$ cat config.mk
export PLATFORM = sky130hd
export DESIGN_NAME = ula_seq
export DESIGN_NICKNAME = d
export VERILOG_FILES = /design/src/rtl/ula_seq.sv
export SDC_FILE = /design/constraint.sdc
export NUM_CORES = 1
export LEC_CHECK = 0
export ABC_AREA = 0
export CORE_MARGIN = 2
export CORE_UTILIZATION = 50
export CTS_BUF_LIST = sky130_fd_sc_hd__clkbuf_16
export DETAILED_ROUTE_END_ITERATION = 12
export PLACE_DENSITY_LB_ADDON = 0.08
export SLEW_MARGIN = 20
export SYNTH_ARGS = -nofsm -noshare
export SYNTH_HDL_FRONTEND = slang
export SYNTH_SLANG_ARGS = --single-unit
$ cat constraint.sdc
create_clock -name clk -period 3.8 [get_ports clk]
set_input_delay 0.57 -clock clk [delete_from_list [all_inputs] [get_ports clk]]
set_output_delay 0.57 -clock clk [all_outputs]
set_load 0.03 [all_outputs]
$ cat src/rtl/ula_seq.sv
// ula_seq: four-phase instruction sequencer around an external ula.
// Holds an 8x8 register file (R0 hardwired to zero), fetches operands,
// hands them to the ula, captures the result and writes it back.
//
// state | meaning
// IDLE  | waiting for an instruction, instr_ready high
// READ  | register operands and op presented to the ula
// EXEC  | ula result (or immediate) captured into result/zero/carry
// WB    | captured result written to R[rd], done raised on the way out
module ula_seq (
  input  logic       clk,
  input  logic       reset,
  input  logic       instr_valid,
  output logic       instr_ready,
  input  logic [2:0] instr_op,
  input  logic [2:0] instr_rd,
  input  logic [2:0] instr_rs1,
  input  logic [2:0] instr_rs2,
  input  logic [7:0] instr_imm,
  output logic [7:0] SrcA,
  output logic [7:0] SrcB,
  output logic [2:0] ULAControl,
  input  logic [7:0] ULAResult,
  input  logic       Flag_z,
  input  logic       CarryOut,
  output logic       done,
  output logic [7:0] result,
  output logic       zero,
  output logic       carry
);

  localparam logic [2:0] OP_LI = 3'b100;

  typedef enum logic [1:0] {IDLE, READ, EXEC, WB} state_t;

  state_t     state_q, state_d;
  logic       ready_q;
  logic       done_q;
  logic [2:0] op_q, rd_q, rs1_q, rs2_q;
  logic [7:0] imm_q;
  logic [7:0] srca_q, srcb_q;
  logic [2:0] ctl_q;
  logic [7:0] result_q;
  logic       zero_q, carry_q;
  logic [7:0] rf_q [8];

  // Next-state decode; only the IDLE exit waits on a handshake.
  always_comb begin
    state_d = state_q;
    unique case (state_q)
      IDLE:    if (instr_valid) state_d = READ;
      READ:    state_d = EXEC;
      EXEC:    state_d = WB;
      WB:      state_d = IDLE;
      default: state_d = IDLE;
    endcase
  end

  // Sequencer datapath, register file and registered outputs.
  always_ff @(posedge clk) begin
    if (reset) begin
      state_q  <= IDLE;
      ready_q  <= 1'b1;
      done_q   <= 1'b0;
      op_q     <= '0;
      rd_q     <= '0;
      rs1_q    <= '0;
      rs2_q    <= '0;
      imm_q    <= '0;
      srca_q   <= '0;
      srcb_q   <= '0;
      ctl_q    <= '0;
      result_q <= '0;
      zero_q   <= 1'b0;
      carry_q  <= 1'b0;
      for (int i = 0; i < 8; i++) rf_q[i] <= '0;
    end else begin
      state_q <= state_d;
      done_q  <= 1'b0;
      unique case (state_q)
        IDLE: begin
          if (instr_valid) begin
            op_q    <= instr_op;
            rd_q    <= instr_rd;
            rs1_q   <= instr_rs1;
            rs2_q   <= instr_rs2;
            imm_q   <= instr_imm;
            ready_q <= 1'b0;
          end
        end
        READ: begin
          // Operands stay on the ula ports until the next instruction reads.
          srca_q <= rf_q[rs1_q];
          srcb_q <= rf_q[rs2_q];
          ctl_q  <= op_q;
        end
        EXEC: begin
          // Load-immediate bypasses the ula; invalid ops take what it returns.
          if (op_q == OP_LI) begin
            result_q <= imm_q;
            zero_q   <= (imm_q == 8'd0);
            carry_q  <= 1'b0;
          end else begin
            result_q <= ULAResult;
            zero_q   <= Flag_z;
            carry_q  <= CarryOut;
          end
        end
        WB: begin
          // R0 is never written so it keeps its reset value of zero.
          if (rd_q != 3'd0) rf_q[rd_q] <= result_q;
          done_q  <= 1'b1;
          ready_q <= 1'b1;
        end
        default: ;
      endcase
    end
  end

  assign instr_ready = ready_q;
  assign done        = done_q;
  assign SrcA        = srca_q;
  assign SrcB        = srcb_q;
  assign ULAControl  = ctl_q;
  assign result      = result_q;
  assign zero        = zero_q;
  assign carry       = carry_q;

endmodule
=== Word level (Yosys, flattened, before mapping) ===
Memory sizes are Yosys's and may differ from the RTL's. A register that Yosys moved wholly into a read port is not among the register bits.
Cells that the tools add are included.

* Equality and inequality tests: 5
* Muxes and demuxes: 17
* Reduce and logical (&&, ||, !) cells: 7

{| class="wikitable"
|+ Operators by type and width
! kind !! count
|-
| $mux 8 || 2
|-
| $mux 1 || 11
|-
| $logic_not 8->1 || 1
|-
| $pmux 2 s4 || 1
|-
| $reduce_or 8->1 || 1
|-
| $eq 2x2->1 const B || 2
|-
| $reduce_and 2->1 || 2
|-
| $eq 3x3->1 const B || 1
|-
| $mux 3 || 1
|-
| $reduce_bool 3->1 || 1
|-
| $eq 2x1->1 const B || 1
|-
| $logic_not 2->1 || 1
|-
| $mux 2 || 1
|-
| $ne 2x2->1 const B || 1
|-
| $pmux 1 s2 || 1
|-
| $reduce_bool 2->1 || 1
|}

* Register bits: 37
* Memory bits (writable): 64
* Output and inout port bits: 31
* Logic and storage cells: 42
* Memories: 1

{| class="wikitable"
|+ Memory list
! memory !! depth !! width !! rd ports !! clocked after memory_dff !! write ports !! line !! text
|-
| rf_q || 8 || 8 || 2 || 2 || 8 || 45 || <nowiki>logic [7:0] rf_q [8];</nowiki>
|}

=== Logic depth before layout (Yosys ltp) ===
* Depth in word-level cells: 7
* Mapped depth: 7
* Depth with buffers taken out: 5

=== Worst setup path after synthesis ===
OpenSTA, ideal clock, no wires.

* Kind: input to register
* Start: input port reset
* End: memory rf_q[4][0] (enable)
* Setup time: 310 ps
* Data arrival time: 1534 ps
* Slack: 1956 ps
* Stages on the path: 3
* Path buffers: 1
* Cells stage by stage: clkbuf_8 -> nor4_1 -> or2_2

{| class="wikitable"
|+ RTL lines
! element !! line !! text
|-
| start: declaration || 12 || <nowiki>input logic reset,</nowiki>
|-
| end: declaration || 45 ||
|}

=== Final worst setup path ===
* Start: register result_q[3], in the netlist result[3]
* End: output port result[3]

{| class="wikitable"
|+ RTL lines
! element !! line !! text
|-
| start: declaration || 43 || <nowiki>logic [7:0] result_q;</nowiki>
|-
| start signal: assignment || 100 || <nowiki>result_q <= imm_q;</nowiki>
|-
| start signal: assignment || 104 || <nowiki>result_q <= ULAResult;</nowiki>
|-
| end: declaration || 27 || <nowiki>output logic [7:0] result,</nowiki>
|}

No word-level cell between the ends.

==> flow_summary.yaml <==
outcome:
  status: "finished clean"
critical_path:
  max_stage_delay_ns: 0.76
  critical_path_class: "flop to primary output"
  ff2ff_setup_slack_ns: 1.59
  cp_cell_sequence: "clkdlybuf4s50_1"
  critPathCaptureType: "primary output"
  worstPathArrival_ns: 1.74
  r2r-end: "SrcA[6]"
  rr_worst_depth: 4
  critPathRequiredTime_ns: 3.23
  r2r-start: "rs1_q[0]"
  cp_max_fo: 9
  start_kind: "flop"
  cp_num_buf_inv: 1
  cp_top_family: "buffers and inverters"
  cp_slowest_cell: "clkdlybuf4s50_1"
place:
  dp_hpwl_mm: 9.07
  port_buffers: 63
  gp_congestion: 0.929
sta:
  relSlewSlack_pct: 25.7
  worst_pin_slew_ns: 1.11
  finClkSkew_ns: 0.00771
  clock.fmax_mhz: 433
  rsz0062_at_grt: "no"
  drv_slew: 0
  fin_setup_tns_ns: 0
  finalCritPeriodShare_pct: 60.8
  hold_viol: 0
  setup_violations: 0
  min_period_ns: 2.31
cells_and_area:
  layout-drive-gt1-share_pct: 15.8
  n_fill_cell: 857
  final_cell_mix: "edfxtp_1 (64), clkdlybuf4s50_1 (62), and2_1 (57)"
  layout_commonest_cell: "edfxtp_1"
  areaGrowthSynthToFinish_pct: 20.9
  n_antenna_cell: 0
  fin_nets: 581
yosys:
  yosysWarningCount: 0
  synth_compound_area_share_pct: 11.3
  synthFlopType: "edfxtp_1"
  syn_area_um2: 5610
  synthMuxAreaShare_pct: 14.3
  async_reset_ff_share_pct: 0
  synth_enable_flop_cells: 64
  ys_ff_latch: 117
  synthCells: 481
  ys_types: 38
  synth_top_family_by_area: "simple AND/OR/NAND/NOR gates"
  ys_seq_area_share_pct: 53.2
  synth-simple-area-share_pct: 14.8
  synth-xor-area-share_pct: 0
  yosys.area_share.adder_pct: 1.12
  postSynthAreaPerCell_um2: 11.7
global_route:
  grt_max_degree: 63
  grt_pass1_wl_mm: 20.1
  grt_pass1_vias: 3607
  track_usage_pct: 23.0
  antenna_found_initial: 0
  overflow: 0
pwr:
  powerDensity_nw_per_um2: 671
  total_power_mw: 4.55
  peakVddDrop_mv: 0.376
  p_leak_nw: 2.43
clock_tree:
  tritoncts: "done"
  cts.repair.resized: 0
  ctsHoldBuffers: 0
  htreeDepth: 4
  clk_path_buf_depth: 2
  cts_inserted_buffers: 17
  clock-sinks: 117
  clk_pin_slew_ns: 0.06
  worst_skew_pair.late_latency_ns: 0.42
  cts_setup_buffers: 0
  cts-root-buf: "clkbuf_16"
route:
  detail_route.wl_per_cell_um: 18.4
  highest_layer: "met4"
  finalWirelength_mm: 12.8
  route.met2.wl_mm: 5.73
  firstDrtPassIters: 5
  vias_per_cell: 5.43
  dr_total_vias: 3776
  drc_errors: 0
  antenna_left: 0
  drt_iter0_drc: 273
  wl_met3_um: 862
  wl_met1_mm: 6.04
floorplan:
  start_util_pct: 51.5
  rows: 38
  io-pin-count: 64
  core_area_um2: 10900
  die_h_um: 110
  chipWidth_um: 110
  dieArea_um2: 12100
flow_run:
  drv_cap: 0
min_path:
  min_path_type: "primary input to flop"
  holdCritStartpoint: "reset"
  hold-path-endpoint: "result[6]"
  min_path_cells: 2
## Yosys cell counts, types with 2 or more instances
| cell type | count | area [µm²] |
|---|---|---|
| o221ai_1 | 5 | 43.8 |
| nor2b_1 | 2 | 12.5 |
| a211oi_2 | 11 | 138 |
| ha_1 | 5 | 62.6 |
| and2_1 | 57 | 357 |
| clkbuf_2 | 2 | 10.0 |
| mux2_2 | 32 | 360 |
| a21oi_1 | 22 | 110 |
| dfxtp_1 | 53 | 1060 |
| clkbuf_1 | 13 | 48.8 |
| or2_2 | 7 | 43.8 |
| buf_12 | 6 | 120 |
| a211oi_1 | 14 | 105 |
| buf_6 | 3 | 33.8 |
| nor4_1 | 3 | 18.8 |
| mux2i_1 | 44 | 440 |
| o22ai_1 | 11 | 68.8 |
| nand3b_1 | 2 | 15.0 |
| clkbuf_8 | 4 | 55.1 |
| nand2b_1 | 4 | 25.0 |
| edfxtp_1 | 64 | 1920 |
| a221o_1 | 11 | 110 |
| a22oi_1 | 5 | 37.5 |
| inv_1 | 3 | 11.3 |
| nor2_1 | 41 | 154 |
| nand2_1 | 45 | 169 |
## cells by family after synthesis
kind of cell | Yosys count
buffers and inverters | 34
AND/OR/NAND/NOR | 166
flip-flops | 117
adder cells (fa/ha/maj) | 5
multiplexers | 76
AO/OA/AOI/OAI | 82
other | 1
## metal layers
layer / GRT usage, % / vias to the layer above
met5: 0 / -
met4: 8.68 / 0
met3: 6.94 / 15
met2: 32.7 / 118
met1: 32.9 / 1778
li1: - / 1865
## stage by stage
stage / hold slack [ns] / utilization [%] / instances / cell area, µm² / setup WS (ns)
4_1_cts: 0.451 / 62.3 / 696 / 6780 / 1.46
3_3_place_gp: 0.460 / 56.8 / 664 / 6190 / 1.66
6_report: 0.464 / 62.3 / 696 / 6780 / 1.49
2_1_floorplan: 0.443 / - / 488 / 5640 / 1.96
3_5_place_dp: 0.467 / 56.8 / 664 / 6190 / 1.60
5_1_grt: 0.474 / 62.3 / 696 / 6780 / 1.40
## final cells by class
| cell class | count | area, µm² | share of cell area [%] |
|---|---|---|---|
| clock buffers | 17 | 425 | 6.27 |
| clock inverters | 15 | 170 | 2.51 |
| inverters | 3 | 11.3 | 0.166 |
| multi-input cells | 337 | 2360 | 34.8 |
| flip-flops and latches | 117 | 2980 | 44.0 |
| well taps | 140 | 175 | 2.58 |
| repair buffers | 67 | 656 | 9.67 |
## where the power goes
group	internal, mW	switching (mW)
combinational	0.530	0.712
sequential	1.51	0.196
clock	0.983	0.615
## flip-flops by register name (all words and copies together) (netlist names)
name and flops:
result 8, rs1_q 3, imm_q 8, state_q 2, rf_q 64, SrcA 8, zero 1, SrcB 8
op_q 3, done 1, instr_ready 1, rd_q 3, carry 1, ULAControl 3, rs2_q 3
## worst max-delay path by stage
stage,from,endpoint,slack [ns],cells past startpoint
2_1_floorplan,reset,rf_q[4][0],1.96,3
3_3_place_gp,rs1_q[0],SrcA[6],1.66,4
3_5_place_dp,rs1_q[0],SrcA[6],1.60,4
4_1_cts,result[1],result[1],1.46,1
5_1_grt,state_q[0],rf_q[4][6],1.40,4
6_report,result[3],result[3],1.49,1
No activity file was read; power rests on OpenSTA's default activity.
